File: config.mk
export PLATFORM = sky130hd
export DESIGN_NAME = ethernet_rx
export DESIGN_NICKNAME = d
export VERILOG_FILES = /design/src/rtl/ethernet_rx.sv
export SDC_FILE = /design/constraint.sdc
export NUM_CORES = 1
export LEC_CHECK = 0
export CAP_MARGIN = 20
export CORE_MARGIN = 4
export CORE_UTILIZATION = 45
export CTS_CLUSTER_DIAMETER = 150
export DETAILED_ROUTE_END_ITERATION = 12
export PLACE_DENSITY = 0.68
export SLEW_MARGIN = 40
export SYNTH_ARGS = -nofsm -noshare
export SYNTH_HDL_FRONTEND = slang
export SYNTH_SLANG_ARGS = --single-unit
File: constraint.sdc
create_clock -name clk -period 2.9 [get_ports clk]
set_clock_uncertainty 0.1 [all_clocks]
set_input_delay 0.29 -clock clk [delete_from_list [all_inputs] [get_ports clk]]
set_output_delay 0.29 -clock clk [all_outputs]
set_load 0.05 [all_outputs]
File: src/rtl/ethernet_rx.sv
// ethernet_rx - RMII (2-bit) Ethernet frame receiver.
//
// Finds the preamble and SFD, assembles the 14-byte header, and filters on the
// destination MAC. The address must match my_mac or be broadcast. Accepted
// payload is then streamed out with the trailing FCS removed. The CRC-32 is
// checked against the residue, and one frame_done/frame_ok pulse reports each
// frame that got past the filter.
//
// Ports:
//   clk        50 MHz RMII reference clock
//   rst        synchronous active-high reset
//   axiiv      receive data valid (carrier) from the PHY
//   axiid      receive dibit, wire order
//   my_mac     station MAC address
//   axiov      payload dibit valid
//   axiod      payload dibit, wire order, FCS stripped
//   src_mac    source MAC of the last accepted header
//   etype      Ethernet type of the last accepted header
//   frame_done one-cycle end-of-frame pulse
//   frame_ok   frame status, valid only while frame_done=1
//
// state     | meaning
// ----------+---------------------------------------------------------------
// IDLE      | line quiet, waiting for the first preamble dibit
// PREAMBLE  | counting 01 dibits, waiting for the 11 of the SFD
// HEADER    | shifting in dest MAC, src MAC and etype (56 dibits)
// PAYLOAD   | streaming payload through the 16-dibit FCS delay line
// WAIT_IDLE | frame rejected or aborted, ignoring data until carrier drops
module ethernet_rx #(
  parameter int N         = 2,
  parameter int MAX_BYTES = 1504
) (
  input  logic          clk,
  input  logic          rst,
  input  logic          axiiv,
  input  logic [N-1:0]  axiid,
  input  logic [47:0]   my_mac,
  output logic          axiov,
  output logic [N-1:0]  axiod,
  output logic [47:0]   src_mac,
  output logic [15:0]   etype,
  output logic          frame_done,
  output logic          frame_ok
);

  localparam logic [31:0] CRC_POLY    = 32'hEDB8_8320;
  localparam logic [31:0] CRC_RESIDUE = 32'hDEBB_20E3;
  localparam logic [12:0] MAX_DIBITS  = 13'(4 * MAX_BYTES);
  localparam logic [12:0] MIN_DIBITS  = 13'd200;

  typedef enum logic [2:0] {
    IDLE,
    PREAMBLE,
    HEADER,
    PAYLOAD,
    WAIT_IDLE
  } state_t;

  state_t        state;
  logic [4:0]    pre_cnt;
  logic [5:0]    hdr_cnt;
  logic [12:0]   pay_cnt;
  logic [31:0]   crc;
  logic [5:0]    byte_sr;   // first three dibits of the byte being assembled
  logic [103:0]  hdr;       // the first 13 completed header bytes
  logic [31:0]   dly;       // 16-dibit delay line, oldest entry in [31:30]
  logic [111:0]  hdr_full;
  logic [47:0]   hdr_dest;

  // Combined with the current dibit, this is the complete header on the 56th dibit.
  assign hdr_full = {hdr, axiid, byte_sr};
  assign hdr_dest = hdr_full[111:64];

  // Two reflected CRC steps per dibit. Bit 0 goes in first.
  function automatic logic [31:0] crc_dibit(input logic [31:0] c, input logic [1:0] d);
    logic [31:0] r;
    r = c;
    for (int i = 0; i < 2; i++) begin
      r = (r >> 1) ^ ((r[0] ^ d[i]) ? CRC_POLY : 32'h0);
    end
    return r;
  endfunction

  always_ff @(posedge clk) begin
    if (rst) begin
      state      <= IDLE;
      pre_cnt    <= '0;
      hdr_cnt    <= '0;
      pay_cnt    <= '0;
      crc        <= '0;
      byte_sr    <= '0;
      hdr        <= '0;
      dly        <= '0;
      axiov      <= 1'b0;
      axiod      <= '0;
      src_mac    <= '0;
      etype      <= '0;
      frame_done <= 1'b0;
      frame_ok   <= 1'b0;
    end else begin
      frame_done <= 1'b0;
      frame_ok   <= 1'b0;
      axiov      <= 1'b0;

      case (state)
        IDLE: begin
          if (axiiv) begin
            if (axiid == 2'b01) begin
              state   <= PREAMBLE;
              pre_cnt <= 5'd1;
            end else begin
              state <= WAIT_IDLE;
            end
          end
        end

        PREAMBLE: begin
          if (!axiiv) begin
            state <= IDLE;
          end else if (axiid == 2'b01) begin
            if (pre_cnt != 5'd31) pre_cnt <= pre_cnt + 5'd1;
          end else if (axiid == 2'b11 && pre_cnt >= 5'd8) begin
            state   <= HEADER;
            crc     <= 32'hFFFF_FFFF;
            hdr_cnt <= '0;
          end else begin
            state <= WAIT_IDLE;
          end
        end

        HEADER: begin
          if (!axiiv) begin
            // The carrier dropped inside the header, so the frame is truncated.
            frame_done <= 1'b1;
            frame_ok   <= 1'b0;
            state      <= IDLE;
          end else begin
            crc     <= crc_dibit(crc, axiid);
            byte_sr <= {axiid, byte_sr[5:2]};
            hdr_cnt <= hdr_cnt + 6'd1;
            if (hdr_cnt[1:0] == 2'b11) hdr <= {hdr[95:0], axiid, byte_sr};
            if (hdr_cnt == 6'd55) begin
              if (hdr_dest == my_mac || hdr_dest == 48'hFFFF_FFFF_FFFF) begin
                src_mac <= hdr_full[63:16];
                etype   <= hdr_full[15:0];
                pay_cnt <= '0;
                state   <= PAYLOAD;
              end else begin
                state <= WAIT_IDLE;
              end
            end
          end
        end

        PAYLOAD: begin
          if (!axiiv) begin
            // The 16 dibits left in the delay line are the FCS and are dropped.
            frame_done <= 1'b1;
            frame_ok   <= (crc == CRC_RESIDUE) && (pay_cnt[1:0] == 2'b00) &&
                          (pay_cnt >= MIN_DIBITS);
            state      <= IDLE;
          end else if (pay_cnt == MAX_DIBITS) begin
            frame_done <= 1'b1;
            frame_ok   <= 1'b0;
            state      <= WAIT_IDLE;
          end else begin
            crc     <= crc_dibit(crc, axiid);
            pay_cnt <= pay_cnt + 13'd1;
            dly     <= {dly[29:0], axiid};
            if (pay_cnt >= 13'd16) begin
              axiov <= 1'b1;
              axiod <= dly[31:30];
            end
          end
        end

        WAIT_IDLE: begin
          if (!axiiv) state <= IDLE;
        end

        default: state <= IDLE;
      endcase
    end
  end

endmodule

==> impl_metrics.env, run 1 <==
export IMPL_status="finished, final reports clean"
export IMPL_worstPathMaxFanout=64
export IMPL_die_w_um=166
export IMPL_rsz0062_at_grt="no"
export IMPL_first_pass_iters=5
export IMPL_antenna_left=0
export IMPL_yosysTopAreaCell="dfxtp_1"
export IMPL_drc=0
export IMPL_start_util_pct=46.0
export IMPL_leakage_nw=4.33
export IMPL_via_per_inst=5.40
export IMPL_core_area_um2=24500
export IMPL_cts_hold_buffers=0
export IMPL_finalNetCount=1521
export IMPL_worst_pin_slew_ns=0.820
export IMPL_yosysMostFrequentCell="nand2_1"
export IMPL_clock_sinks=270
export IMPL_synth_edff_count=0
export IMPL_post_cts_buffers=0
export IMPL_end_kind="flip-flop"
export IMPL_drt_total_wl_um=28900
export IMPL_fillCellCount=2257
export IMPL_syn_cell_area_um2=11300
export IMPL_gp_congestion=0.877
export IMPL_fin_area_um2=13900
export IMPL_grt_pass1_wl_um=47300
export IMPL_final_core_util_pct=56.6
export IMPL_grt_ovfl_total=0
export IMPL_areaGrowthSynthToFinish_pct=23.1
export IMPL_drt_wirelength_per_cell_um=16.0
export IMPL_root_buffer="clkbuf_16"
export IMPL_io_pins=122
export IMPL_ys_ff_latch=270
export IMPL_setup_tns_ns=0
export IMPL_grt_pass1_vias=8993
export IMPL_drive_gt1_share_pct=7.15
export IMPL_cts_buffers=28
export IMPL_internal_power_mw=5.98
export IMPL_cp_start_kind="flip-flop"
export IMPL_ir_drop_v=0.000293
export IMPL_syn_nets=1426
export IMPL_yosys_top_cells_area="dfxtp_1, nand2_1, a21oi_1"
export IMPL_cts_max_path_buffers=3
export IMPL_clk_latency_ns=0.55
export IMPL_hpwl_um=18700
export IMPL_p_clk_share_pct=47.2
export IMPL_drt_iter0_drc=941
export IMPL_yosysSeqAreaShare_pct=48.0
export IMPL_path_class="reg2reg"
export IMPL_synth_distinct_cells=55
export IMPL_pwr_share_comb_pct=3.6
export IMPL_cts_tree="built"
export IMPL_worst_ep_required_time_ns=3.27
export IMPL_fin_hold_ws_ns=0.0122
export IMPL_final_max_slew_viol_count=0
export IMPL_ys_flop_type="dfxtp_1"
export IMPL_num_antenna_cells=0
export IMPL_p_sw_mw=1.59
export IMPL_hold_viol=0
export IMPL_die_h_um=166
export IMPL_setup_violations=0
export IMPL_die_area_um2=27600
export IMPL_grt_max_degree=105
export IMPL_switching_share_pct=21.0
export IMPL_rows=57
export IMPL_min_period_ns=2.55
export IMPL_power_frac_seq_pct=49.2
export IMPL_synth_cells=1368
export IMPL_cellPowerDensity_nw_per_um2=546
export IMPL_maxCapViolations=0
export IMPL_fin_crit_sh_pct=88.1
export IMPL_ctsResizeCount=0
export IMPL_synth_top_area_share_pct=48.0
export IMPL_post_dp_cell_area_um2=12900
export IMPL_yosys_warnings=0
export IMPL_synth_common_cells="nand2_1, dfxtp_1, a21oi_1, clkbuf_1, nor2_1"
export IMPL_arrival_ns=2.93
export IMPL_relSlewSlack_pct=45.3
export IMPL_ys_async_sr_fraction_pct=0
export IMPL_htreeDepth=1
export IMPL_fmax_mhz=391
export IMPL_hold_path_class="in2reg"
export IMPL_num_vias=9755
export IMPL_grt_use_total_pct=20.0
export IMPL_syn_avg_cell_area_um2=8.23
export IMPL_portBuffers=121
export IMPL_clk_pin_slew_ns=0.06
export IMPL_antenna_found_initial=0
-- critical path, stage by stage, from the launching register on --
cell and delay, ns:
dfxtp_1 0.49, xnor2_1 0.16, nand4_1 0.15, nor4_1 0.55, buf_4 0.24, and3_1 0.22
o211ai_1 0.14, buf_12 0.24, o21ai_0 0.17
-- final cells by class --
class                   instances  area, um^2  share of cell area (%)
flip-flops and latches        270        5410                    39.0
multi-input cells             934        5260                    38.0
repair buffers                159        1590                    11.4
clock buffers                  42         863                    6.23
well taps                     324         405                    2.93
inverters                      70         263                    1.90
clock inverters                 7        71.3                   0.515
-- logic make-up after synthesis --
kind of cell	Yosys count	synth area share, %
flops	270	48.0
xor+xnor	76	6.05
buf+inv	164	5.60
mux	5	0.489
simple gates	556	24.4
fa+ha+maj	5	0.556
compound gates	292	14.9
-- layout by cell type (no fill, tap or decap), types with 5 or more instances in the layout --
cell type          n
o21ai_1           61
a311oi_1          22
a21oi_1          159
o21ai_0           13
nand3_1           15
nand2_1          300
inv_1             69
xnor2_1           63
nand4b_1          66
clkbuf_16         28
xor2_1            10
clkbuf_8          11
nor4_1             8
ha_1               5
nor2_1            74
dfxtp_1          270
and3_1             8
a211oi_1          15
buf_4             31
nand4_1           37
nor2b_1            5
buf_12             7
nor3_1             5
clkdlybuf4s50_1  120
clkinv_2           5
-- through the flow --
| step | std cells | setup WS, ns | total power, mW |
|---|---|---|---|
| floorplan | 1368 | 0.626 | 3.95 |
| global placement | 1757 | 0.226 | 4.07 |
| detailed placement | 1757 | 0.152 | 4.07 |
| CTS | 1806 | 0.425 | 7.64 |
| global route | 1806 | 0.280 | 7.82 |
| finish | 1806 | 0.346 | 7.57 |
-- power groups by stage --
| stage | Combinational (mW) | Sequential [mW] | Clock [mW] |
|---|---|---|---|
| floorplan | 0.148 | 3.80 | 0 |
| global placement | 0.266 | 3.80 | 0 |
| detailed placement | 0.266 | 3.80 | 0 |
| CTS | 0.268 | 3.72 | 3.65 |
| global route | 0.289 | 3.72 | 3.81 |
| finish | 0.269 | 3.72 | 3.58 |
-- state kept, by name, summed over array words and instances, names as in the netlist --
register / flops
src_mac: 48
frame_ok: 1
crc: 32
state: 3
frame_done: 1
axiov: 1
pay_cnt: 13
axiod: 2
etype: 16
dly: 32
hdr_cnt: 6
byte_sr: 6
pre_cnt: 5
hdr: 104
-- per-layer routing --
| metal | up-vias | GRT usage, % | share of wire, % |
|---|---|---|---|
| met4 | 0 | 5.02 | 1.8 |
| met3 | 43 | 3.31 | 6.0 |
| met1 | 4565 | 29.1 | 47 |
| met2 | 281 | 31.0 | 45 |
| met5 | - | 0 | 0 |
| li1 | 4866 | - | - |
-- worst paths after layout --
kind                         from                     to  slack (ns)  depth (start not counted)
min reg2reg  dly[28]$_SDFFE_PP0P_   dly[30]$_SDFFE_PP0P_        0.34                          2
max reg2reg  hdr[87]$_SDFFE_PP0P_  etype[2]$_SDFFE_PP0P_        0.35                          8
min                           rst  axiod[1]$_SDFFE_PP0P_        0.01                          2
max          hdr[87]$_SDFFE_PP0P_  etype[2]$_SDFFE_PP0P_        0.35                          8
No activity file was read; power rests on OpenSTA's default activity.
==> inputs of run 2 (changes only) <==
--- a/config.mk
+++ b/config.mk
@@ -6,7 +6,7 @@
 export NUM_CORES = 1
 export LEC_CHECK = 0
 export CAP_MARGIN = 20
-export CORE_MARGIN = 4
+export CORE_MARGIN = 1.5
 export CORE_UTILIZATION = 45
 export CTS_CLUSTER_DIAMETER = 150
 export DETAILED_ROUTE_END_ITERATION = 12
==> constraint.sdc (replaced) <==
create_clock -name clk -period 2.9 [get_ports clk]
set_clock_uncertainty 0.1 [all_clocks]
set_input_delay 0.435 -clock clk [delete_from_list [all_inputs] [get_ports clk]]
set_output_delay 0.435 -clock clk [all_outputs]
set_load 0.05 [all_outputs]
==> run 2 against run 1 <==
Sequential power is essentially flat. Count of clock-buffer cells in the layout down 2. Register-to-register slack improved by 0.04 ns. Worst hold slack improved by 0.16 ns. Cell area down 0.48%. Non-clock buffer count down 2. Critical path type unchanged.
==> impl_metrics.env, run 2 (synthesized netlist as in run 1, its figures left out) <==
export IMPL_status="finished, final reports clean"
export IMPL_num_vias=9752
export IMPL_layout_setup_ws_ns=0.381
export IMPL_mostFrequentLayoutCells="nand2_1, dfxtp_1, a21oi_1"
export IMPL_ctsResizeCount=0
export IMPL_drive_gt1_share_pct=6.83
export IMPL_htreeDepth=1
export IMPL_via_per_inst=5.41
export IMPL_layout_top_registers="hdr: 104 flops, src_mac: 48 flops"
export IMPL_largest_register_ffs=104
export IMPL_relSlewSlack_pct=53.5
export IMPL_final_max_slew_viol_count=0
export IMPL_cts_hold_buffers=0
export IMPL_worstPathMaxFanout=64
export IMPL_min_period_ns=2.52
export IMPL_clk_latency_ns=0.54
export IMPL_cts_max_path_buffers=3
export IMPL_worst_ep_required_time_ns=3.26
export IMPL_fmax_mhz=397
export IMPL_first_pass_iters=5
export IMPL_arrival_ns=2.88
export IMPL_grt_use_total_pct=21.5
export IMPL_end_kind="flip-flop"
export IMPL_fin_cells=1803
export IMPL_die_w_um=161
export IMPL_io_pins=122
export IMPL_setup_violations=0
export IMPL_start_util_pct=46.0
export IMPL_areaGrowthSynthToFinish_pct=22.5
export IMPL_portBuffers=121
export IMPL_root_buffer="clkbuf_16"
export IMPL_core_area_um2=24500
export IMPL_antenna_left=0
export IMPL_dp_cells=1755
export IMPL_num_antenna_cells=0
export IMPL_ir_drop_v=0.000354
export IMPL_die_area_um2=26000
export IMPL_grt_max_degree=90
export IMPL_fin_area_um2=13800
export IMPL_clock_sinks=270
export IMPL_hpwl_um=18400
export IMPL_post_dp_cell_area_um2=12900
export IMPL_cellPowerDensity_nw_per_um2=541
export IMPL_drt_total_wl_um=28400
export IMPL_worst_pin_slew_ns=0.698
export IMPL_clk_pin_slew_ns=0.06
export IMPL_place_ws_ns=-0.0617
export IMPL_power_mw=7.46
export IMPL_fillCellCount=2236
export IMPL_antenna_found_initial=0
export IMPL_final_core_util_pct=56.4
export IMPL_grt_pass1_vias=8954
export IMPL_post_cts_buffers=0
export IMPL_mostFrequentLayoutCell="nand2_1"
export IMPL_die_h_um=161
export IMPL_drt_iter0_drc=917
export IMPL_path_class="reg2reg"
export IMPL_rows=57
export IMPL_drt_wirelength_per_cell_um=15.7
export IMPL_cts_tree="built"
export IMPL_fin_crit_sh_pct=86.9
export IMPL_grt_pass1_wl_um=46600
export IMPL_gp_congestion=0.916
export IMPL_rsz0062_at_grt="no"
export IMPL_drc=0
export IMPL_grt_ovfl_total=0
export IMPL_maxCapViolations=0
export IMPL_cts_buffers=28
export IMPL_finalNetCount=1519
export IMPL_hold_viol=0
export IMPL_cp_start_kind="flip-flop"
export IMPL_top_register="hdr"
export IMPL_leakage_nw=4.29
export IMPL_hold_path_class="in2reg"
-- run 2: cell count changes in the layout (fill, tap and decap cells not counted), sizes merged --
cell / before / now
clkinv: 6 / 7
buf: 39 / 37
clkbuf: 42 / 40
-- run 2: power breakdown --
part / internal, mW / total [mW] / switching [mW] / leakage, nW
clock: 2.03 / 3.47 / 1.44 / 0.446
combinational: 0.137 / 0.271 / 0.134 / 1.67
sequential: 3.71 / 3.72 / 0.00771 / 2.17
-- run 2: worst max-delay path: stages, from the launching register on --
cell and delay (ns):
dfxtp_1 0.35, xnor2_1 0.30, nand4_1 0.14, nor4_1 0.55, buf_4 0.22, and3_1 0.21
o211ai_1 0.14, buf_12 0.23, o21ai_0 0.18
-- run 2: area by class of cell --
type / count / area (um^2) / area share, %
clock buffers: 40 / 816 / 5.92
repair buffers: 157 / 1560 / 11.3
inverters: 70 / 263 / 1.91
multi-input cells: 934 / 5260 / 38.1
flip-flops and latches: 270 / 5410 / 39.2
well taps: 324 / 405 / 2.94
clock inverters: 8 / 76.3 / 0.554
-- run 2: path summary, 6_finish.rpt --
path / slack [ns] / endpoint / cells past startpoint / start
worst max register to register: 0.38 / etype[3]$_SDFFE_PP0P_ / 8 / hdr[102]$_SDFFE_PP0P_
worst max-delay path: 0.38 / etype[3]$_SDFFE_PP0P_ / 8 / hdr[102]$_SDFFE_PP0P_
worst min register to register: 0.34 / dly[27]$_SDFFE_PP0P_ / 2 / dly[25]$_SDFFE_PP0P_
worst min-delay path: 0.17 / axiov$_SDFF_PP0_ / 2 / rst
-- run 2: per-layer routing --
metal  GRT usage [%]  up-vias  wire length (um)
li1                -     4866                 -
met1            31.5     4554             13400
met2            33.5      290             12800
met3            2.88       42              1650
met4            5.64        0               539
met5               0        -                 0
-- run 2: stage by stage --
step / setup TNS [ns] / hold WS [ns]
2_1_floorplan: 0 / 0.332
3_3_place_gp: 0 / 0.335
3_5_place_dp: -1.00 / 0.344
4_1_cts: 0 / 0.154
5_1_grt: 0 / 0.179
6_report: 0 / 0.168
==> inputs of run 3 (changes only) <==
==> constraint.sdc (replaced) <==
create_clock -name clk -period 2.9 [get_ports clk]
set_clock_uncertainty 0.1 [all_clocks]
set_input_delay 0.435 -clock clk [delete_from_list [all_inputs] [get_ports clk]]
set_output_delay 0.435 -clock clk [all_outputs]
set_load 0.01 [all_outputs]
==> results of run 3 <==
The final DEF is identical to that of run 2. Status: finished, final reports clean.
